[config.mk]
export PLATFORM = sky130hd
export DESIGN_NAME = dmem_arbiter_flat
export DESIGN_NICKNAME = d
export VERILOG_FILES = /design/src/rtl/dmem_arbiter_if.sv /design/src/rtl/dmem_arbiter.sv /design/src/flat_wrapper.sv
export SDC_FILE = /design/constraint.sdc
export NUM_CORES = 1
export LEC_CHECK = 0
export CAP_MARGIN = 20
export CORE_AREA = 2 2 103 105
export DETAILED_ROUTE_END_ITERATION = 7
export DIE_AREA = 0 0 105 107
export DONT_BUFFER_PORTS = 1
export PLACE_DENSITY = 0.71
export SLEW_MARGIN = 20
export SYNTH_ARGS = -nofsm -noshare
export SYNTH_HDL_FRONTEND = slang
export SYNTH_SLANG_ARGS = --single-unit
[constraint.sdc]
create_clock -name clk -period 1.8 [get_ports clk]
set_input_delay 0.18 -clock clk [delete_from_list [all_inputs] [get_ports clk]]
set_output_delay 0.18 -clock clk [all_outputs]
set_load 0.005 [all_outputs]
[src/rtl/dmem_arbiter_if.sv]
// Bus bundle between the two DMEM requesters, the arbiter and the single-port DMEM.
// The arbiter uses the slave modport. The requesters and DMEM side uses the master modport.
interface dmem_arbiter_if #(
    parameter int ADDR_W = 32,
    parameter int DATA_W = 32
);
    logic [1:0]        req_valid;
    logic [1:0]        req_ready;
    logic [1:0]        req_we;
    logic [ADDR_W-1:0] req_addr0;
    logic [ADDR_W-1:0] req_addr1;
    logic [DATA_W-1:0] req_wdata0;
    logic [DATA_W-1:0] req_wdata1;
    logic [1:0]        rsp_valid;
    logic [DATA_W-1:0] rsp_rdata;
    logic              rsp_err;
    logic [ADDR_W-1:0] mem_addr;
    logic [DATA_W-1:0] mem_dataW;
    logic              mem_MemRW;
    logic [DATA_W-1:0] mem_dataR;

    modport slave (
        input  req_valid, req_we, req_addr0, req_addr1, req_wdata0, req_wdata1, mem_dataR,
        output req_ready, rsp_valid, rsp_rdata, rsp_err, mem_addr, mem_dataW, mem_MemRW
    );

    modport master (
        output req_valid, req_we, req_addr0, req_addr1, req_wdata0, req_wdata1, mem_dataR,
        input  req_ready, rsp_valid, rsp_rdata, rsp_err, mem_addr, mem_dataW, mem_MemRW
    );
endinterface

[src/rtl/dmem_arbiter.sv]
// Round-robin arbiter and sequencer that shares a single-port DMEM between two requesters.
// Each accepted request becomes one DMEM cycle (ACCESS). A one-cycle response pulse follows it.
// Optional macro DMEM_ARB_MISALIGN_CHECK_EN blocks requests with addr[1:0] != 0 and flags them with rsp_err.
module dmem_arbiter #(
    parameter int ADDR_W = 32,
    parameter int DATA_W = 32
) (
    input  logic            clk,
    input  logic            rst_n,
    dmem_arbiter_if.slave   bus
);
    typedef enum logic {IDLE, ACCESS} state_t;

    state_t            state, state_nxt;
    logic              last_grant;
    logic              lat_id;
    logic              lat_we;
    logic [ADDR_W-1:0] lat_addr;
    logic [DATA_W-1:0] lat_wdata;
    logic [1:0]        rsp_valid_q;
    logic [DATA_W-1:0] rsp_rdata_q;
    logic              rsp_err_q;
    logic              winner;
    logic              grant_en;
    logic              issue_ok;
    logic [1:0]        ready;
    logic              mem_we;

    // Pick the winner: the only valid requester, or on a tie the one not served last.
    always_comb begin
        winner = bus.req_valid[1];
        if (bus.req_valid == 2'b11) begin
            winner = ~last_grant;
        end
    end

`ifdef DMEM_ARB_MISALIGN_CHECK_EN
    // A latched request is issued to DMEM only when it is word-aligned.
    always_comb begin
        issue_ok = (lat_addr[1:0] == 2'b00);
    end
`else
    // Without the check every latched request is issued unchanged.
    always_comb begin
        issue_ok = 1'b1;
    end
`endif

    // State register.
    always_ff @(posedge clk or negedge rst_n) begin
        if (!rst_n) begin
            state <= IDLE;
        end else begin
            state <= state_nxt;
        end
    end

    // Next-state logic, grant handshake and DMEM write strobe.
    // ready is gated with rst_n so that no grant is seen while reset is held.
    always_comb begin
        state_nxt = state;
        ready     = '0;
        mem_we    = 1'b0;
        grant_en  = 1'b0;
        case (state)
            IDLE: begin
                if (rst_n && (bus.req_valid != 2'b00)) begin
                    grant_en      = 1'b1;
                    ready[winner] = 1'b1;
                    state_nxt     = ACCESS;
                end
            end
            ACCESS: begin
                mem_we    = lat_we & issue_ok;
                state_nxt = IDLE;
            end
            default: state_nxt = IDLE;
        endcase
    end

    // Latch the granted request, update the round-robin pointer and produce the response.
    always_ff @(posedge clk or negedge rst_n) begin
        if (!rst_n) begin
            last_grant  <= 1'b1;
            lat_id      <= 1'b0;
            lat_we      <= 1'b0;
            lat_addr    <= '0;
            lat_wdata   <= '0;
            rsp_valid_q <= '0;
            rsp_rdata_q <= '0;
            rsp_err_q   <= 1'b0;
        end else begin
            rsp_valid_q <= '0;
            if (grant_en) begin
                last_grant <= winner;
                lat_id     <= winner;
                lat_we     <= bus.req_we[winner];
                lat_addr   <= winner ? bus.req_addr1  : bus.req_addr0;
                lat_wdata  <= winner ? bus.req_wdata1 : bus.req_wdata0;
            end
            if (state == ACCESS) begin
                rsp_valid_q[lat_id] <= 1'b1;
                rsp_rdata_q         <= (lat_we || !issue_ok) ? '0 : bus.mem_dataR;
                rsp_err_q           <= ~issue_ok;
            end
        end
    end

    // mem_addr and mem_dataW follow the latched request. They hold until the next grant.
    assign bus.mem_addr  = lat_addr;
    assign bus.mem_dataW = lat_wdata;
    assign bus.mem_MemRW = mem_we;
    assign bus.req_ready = ready;
    assign bus.rsp_valid = rsp_valid_q;
    assign bus.rsp_rdata = rsp_rdata_q;
    assign bus.rsp_err   = rsp_err_q;
endmodule

[src/flat_wrapper.sv]
// flat-port wrapper written by rule: the top's interface ports become plain ports
module dmem_arbiter_flat 
#(
    parameter int ADDR_W = 32,
    parameter int DATA_W = 32
)
  (clk, rst_n, bus_req_valid, bus_req_we, bus_req_addr0, bus_req_addr1, bus_req_wdata0, bus_req_wdata1, bus_mem_dataR, bus_req_ready, bus_rsp_valid, bus_rsp_rdata, bus_rsp_err, bus_mem_addr, bus_mem_dataW, bus_mem_MemRW);
  dmem_arbiter_if #(.ADDR_W(ADDR_W), .DATA_W(DATA_W)) bus_i ();
  input  logic clk;
  input  logic rst_n;
  input wire logic [$bits(bus_i.req_valid)-1:0] bus_req_valid;
  input wire logic [$bits(bus_i.req_we)-1:0] bus_req_we;
  input wire logic [$bits(bus_i.req_addr0)-1:0] bus_req_addr0;
  input wire logic [$bits(bus_i.req_addr1)-1:0] bus_req_addr1;
  input wire logic [$bits(bus_i.req_wdata0)-1:0] bus_req_wdata0;
  input wire logic [$bits(bus_i.req_wdata1)-1:0] bus_req_wdata1;
  input wire logic [$bits(bus_i.mem_dataR)-1:0] bus_mem_dataR;
  output wire logic [$bits(bus_i.req_ready)-1:0] bus_req_ready;
  output wire logic [$bits(bus_i.rsp_valid)-1:0] bus_rsp_valid;
  output wire logic [$bits(bus_i.rsp_rdata)-1:0] bus_rsp_rdata;
  output wire logic [$bits(bus_i.rsp_err)-1:0] bus_rsp_err;
  output wire logic [$bits(bus_i.mem_addr)-1:0] bus_mem_addr;
  output wire logic [$bits(bus_i.mem_dataW)-1:0] bus_mem_dataW;
  output wire logic [$bits(bus_i.mem_MemRW)-1:0] bus_mem_MemRW;
  assign bus_i.req_valid = bus_req_valid;
  assign bus_i.req_we = bus_req_we;
  assign bus_i.req_addr0 = bus_req_addr0;
  assign bus_i.req_addr1 = bus_req_addr1;
  assign bus_i.req_wdata0 = bus_req_wdata0;
  assign bus_i.req_wdata1 = bus_req_wdata1;
  assign bus_i.mem_dataR = bus_mem_dataR;
  assign bus_req_ready = bus_i.req_ready;
  assign bus_rsp_valid = bus_i.rsp_valid;
  assign bus_rsp_rdata = bus_i.rsp_rdata;
  assign bus_rsp_err = bus_i.rsp_err;
  assign bus_mem_addr = bus_i.mem_addr;
  assign bus_mem_dataW = bus_i.mem_dataW;
  assign bus_mem_MemRW = bus_i.mem_MemRW;
  dmem_arbiter #(.ADDR_W(ADDR_W), .DATA_W(DATA_W)) u_core (.clk(clk), .rst_n(rst_n), .bus(bus_i));
endmodule
Yosys cells after proc, flatten, opt, wreduce, memory -nomap -nowiden
Cells that the tools add are included. Widths: inputs -> output; s select.

Bitwise logic cells: 2. Equal/unequal tests: 1. Mux-type cells: 17. $lt $le $gt $ge: 4. Reduce and logical (&&, ||, !) cells: 4.

Operators with widths (count): $mux 32 (3); $mux 1 (8); $mux 2 (3); $lt 1x2->1 const B (2); $logic_and 1x1->1 (3); $demux 1 s1 (2); $eq 2x2->1 const B (1); $ge 1x1->1 const B (2); $not 1->1 (2); $pmux 1 s2 (1); $reduce_bool 2->1 (1).

Input bits: 166. Register bits after elaboration: 102. Output and inout port bits: 102. Word-level logic and storage cells: 36.

Logic depth before layout (Yosys ltp)
Depth in word-level cells: 8. Gate-level depth with buffers: 6. Depth with buffers taken out: 3.

Worst setup path after synthesis
No wires, ideal clock.

Path kind: register -> register. From: reg u_core.last_grant. To: reg u_core.lat_wdata[10] (netlist: u_core.bus.mem_dataW[10]). Cell stages (with the launch flop): 7. Path slack: 0.302 ns. Library setup time: 0.126 ns. Buffers on the path: 3. Arrival: 1.372 ns. Cells stage by stage: dfstp_2 > nand2_1 > and3_1 > buf_2 > buf_6 > buf_6 > a221o_1.

Word-level cells in the longest chain between the ends: 3.

Ends and longest elaborated chain: from (decl) (RTL line dmem_arbiter.sv:15) `logic last_grant;`; from (signal assigned) (RTL line dmem_arbiter.sv:95) `last_grant <= winner;`; $not 1->1 (RTL line dmem_arbiter.sv:33) `winner = ~last_grant;`; $mux 1 (RTL line dmem_arbiter.sv:32) `if (bus.req_valid == 2'b11) begin`; $mux 32 (RTL line dmem_arbiter.sv:99) `lat_wdata <= winner ? bus.req_wdata1 : bus.req_wdata0;`; to (signal assigned) (RTL line dmem_arbiter.sv:99); to (decl) (RTL line dmem_arbiter.sv:19) `logic [DATA_W-1:0] lat_wdata;`.

Every way passes these cells. A chain may end at the register's enable or synchronous reset.

Final worst setup path
From: reg u_core.state. To: out bus_req_ready[0].

Word-level cells in the longest chain between the ends: 1.

Ends and longest elaborated chain: from (decl) (RTL line dmem_arbiter.sv:14) `state_t state, state_nxt;`; from (signal assigned) (RTL line dmem_arbiter.sv:54) `state <= state_nxt;`; $mux 2 (RTL line dmem_arbiter.sv:65) `case (state)`; to (decl) (RTL line flat_wrapper.sv:18) `output wire logic [$bits(bus_i.req_ready)-1:0] bus_req_ready;`.

Every way passes these cells.

==> results.yml <==
outcome:
  status: "complete, but fails checks"
  violations: "hold timing"
timing:
  fin_worst_skew_ns: 0.0149
  finalHoldViolations: 102
  holdWs_ns: -0.499
  rsz0062_at_grt: "no"
  tns_ns: 0
  clock.fmax_ghz: 0.614
  fin_crit_ns: 1.63
  drv_slew: 0
  finalSetupViolations: 0
  setup_ws_ns: 0.170
  period_share_pct: 90.5
power_and_ir_drop:
  p_int_mw: 3.98
  p_sw_share_pct: 28.4
  power_frac_seq_pct: 56.6
  peakVddDrop_v: 0.000432
  p_sw_mw: 1.58
  powerDensity_mw_per_mm2: 953
  clkPwrFrac_pct: 26.2
  leakage_nw: 2.69
  pwr-share-comb_pct: 17.2
layout:
  layout-drive-gt1-share_pct: 6.25
  syn2layout_area_growth_pct: 27.7
  n_fill_cell: 797
  diodes: 0
  final_cell_mix: "dfrtp_1, dlygate4sd3_1, and4b_1, a221o_1, nand2_1"
  fin_nets: 626
  layout_commonest_cell: "dfrtp_1"
grt:
  first_global_vias: 3812
  grtUsageTotal_pct: 23.0
  grt_pass1_wl_mm: 20.3
  gr-total-overflow: 0
  grt_max_degree: 104
  antenna_found_initial: 0
clock_network:
  path_clk_slew_ns: 0.10
  root_buffer: "clkbuf_8"
  cts_resized: 0
  cts_buffers: 9
  cts_tree: "done"
  cts-hold-fix-buffers: 97
  cts.sinks: 102
  clk_latency_ns: 0.36
  clockBufferDepth: 2
  htreeDepth: 3
  cts_setup_buffers: 0
worst_setup_path:
  crit_path_end_kind: "output port"
  path_max_fanout: 22
  rrSetupSlack_ns: 0.25
  start_kind: "flop"
  crit_type: "reg -> out"
  cp.required_ns: 1.62
  critPathArrivalTime_ns: 1.45
detailed_routing:
  dr.pass1.iters: 5
  wl_per_cell_um: 22.0
  final_antenna_net_count: 0
  vias: 3648
  remaining_drc_errors: 0
  drtIter0Drc: 325
  drt-total-wl_mm: 13.2
  vias_per_cell: 6.08
synthesis:
  synth_nets: 553
  synthDistinctLibCells: 20
  ys_seq_elements: 102
  yosysWarnings: 0
  netlist_area_mm2: 0.00456
  avgSynthCellArea_um2: 11.8
  seq_area_frac_synth_pct: 56.0
  netlist_instances: 387
die:
  core.rowCount: 37
  fp.dieW_um: 105
  dieArea_mm2: 0.0112
  die_h_um: 107
  core-area_mm2: 0.0101
  start_util_pct: 45.2
  io_pins: 268
placed_design:
  preCtsSetupSlack_ns: 0.244
  post-dp-hpwl_mm: 8.00
  io_buffers: 0
  gp_congestion: 0.703
min_path:
  worstHoldPathType: "in -> async"
flow_run:
  max-cap-violations: 0
state kept, by name (all words and copies together) (netlist names):
name,cells
u_core.last_grant,1
u_core.bus.mem_addr,32
u_core.bus.rsp_valid,2
u_core.bus.mem_dataW,32
u_core.lat_id,1
u_core.lat_we,1
u_core.state,1
u_core.bus.rsp_rdata,32
cell type report:
type / instances / area (um2) / share of cell area (%)
sequential: 102 / 2550 / 43.8
multi-input combinational: 208 / 1690 / 29.0
timing repair buffer: 106 / 1090 / 18.7
tap: 136 / 170 / 2.92
clock buffer: 11 / 141 / 2.43
inverter: 33 / 124 / 2.13
clock inverter: 4 / 56.3 / 0.966
cell usage after synthesis:
cell / n / area (um2)
conb_1: 1 / 3.75
nor2_1: 1 / 3.75
a221o_1: 65 / 651
o21ai_0: 28 / 140
buf_2: 13 / 65.1
o22ai_1: 1 / 6.26
o21ai_1: 4 / 20.0
nand2_1: 34 / 128
dfstp_2: 1 / 26.3
a21o_1: 2 / 15.0
buf_6: 3 / 33.8
nor2b_1: 3 / 18.8
nor2b_4: 1 / 13.8
dfrtp_1: 101 / 2530
inv_1: 33 / 124
and3_1: 1 / 6.26
clkbuf_1: 25 / 93.8
and4b_1: 65 / 651
and2_1: 2 / 12.5
buf_4: 3 / 22.5
stage by stage:
stage	utilization (%)	std cells	area [um2]	total power, mW
2_1_floorplan	-	387	4560	3.69
3_3_place_gp	46.1	488	4660	3.90
3_5_place_dp	46.1	488	4660	3.94
4_1_cts	57.7	600	5830	5.57
5_1_grt	57.7	600	5830	5.83
6_report	57.7	600	5830	5.55
logic make-up (layout without fill, tap and decap cells):
| group | Yosys count | in the layout | share of synthesized area, % |
|---|---|---|---|
| simple gates | 107 | 107 | 18.3 |
| flops | 102 | 102 | 56.0 |
| other cells | 1 | 1 | 0.0822 |
| compound gates | 100 | 100 | 18.2 |
| buf+inv | 77 | 154 | 7.43 |
critical path, stage by stage (launching register included):
cell and delay [ns]:
dfrtp_1 0.42, nor2b_4 0.18, buf_4 0.27, nand2_1 0.09
nor2_1 0.13
metal layers:
layer,vias to the layer above,wire (um),GRT usage [%]
met1,1808,4980,27.1
met4,0,209,7.43
met3,17,1350,7.42
li1,1607,-,-
met5,-,0,0
met2,216,6660,39.7
worst paths after layout:
path,start,to,cells past startpoint
worst max-delay path,u_core.state,bus_req_ready[0],4
worst min-delay path,rst_n,u_core.bus.rsp_rdata[6],0
worst max register to register,u_core.last_grant,u_core.bus.mem_addr[29],4
worst min register to register,u_core.lat_id,u_core.bus.rsp_valid[0],1
max in group asynchronous,rst_n,u_core.bus.mem_addr[22],0
min in group clk,bus_req_valid[1],u_core.state,2
power by group through the flow:
| stage | Clock (mW) | Sequential [mW] | Combinational (mW) |
|---|---|---|---|
| after floorplan | 0 | 3.04 | 0.645 |
| after global placement | 0 | 3.17 | 0.723 |
| after detailed placement | 0 | 3.17 | 0.773 |
| after CTS | 1.50 | 3.14 | 0.937 |
| after global routing | 1.59 | 3.19 | 1.05 |
| final | 1.45 | 3.14 | 0.953 |
Power figures use the tool's default switching activity.
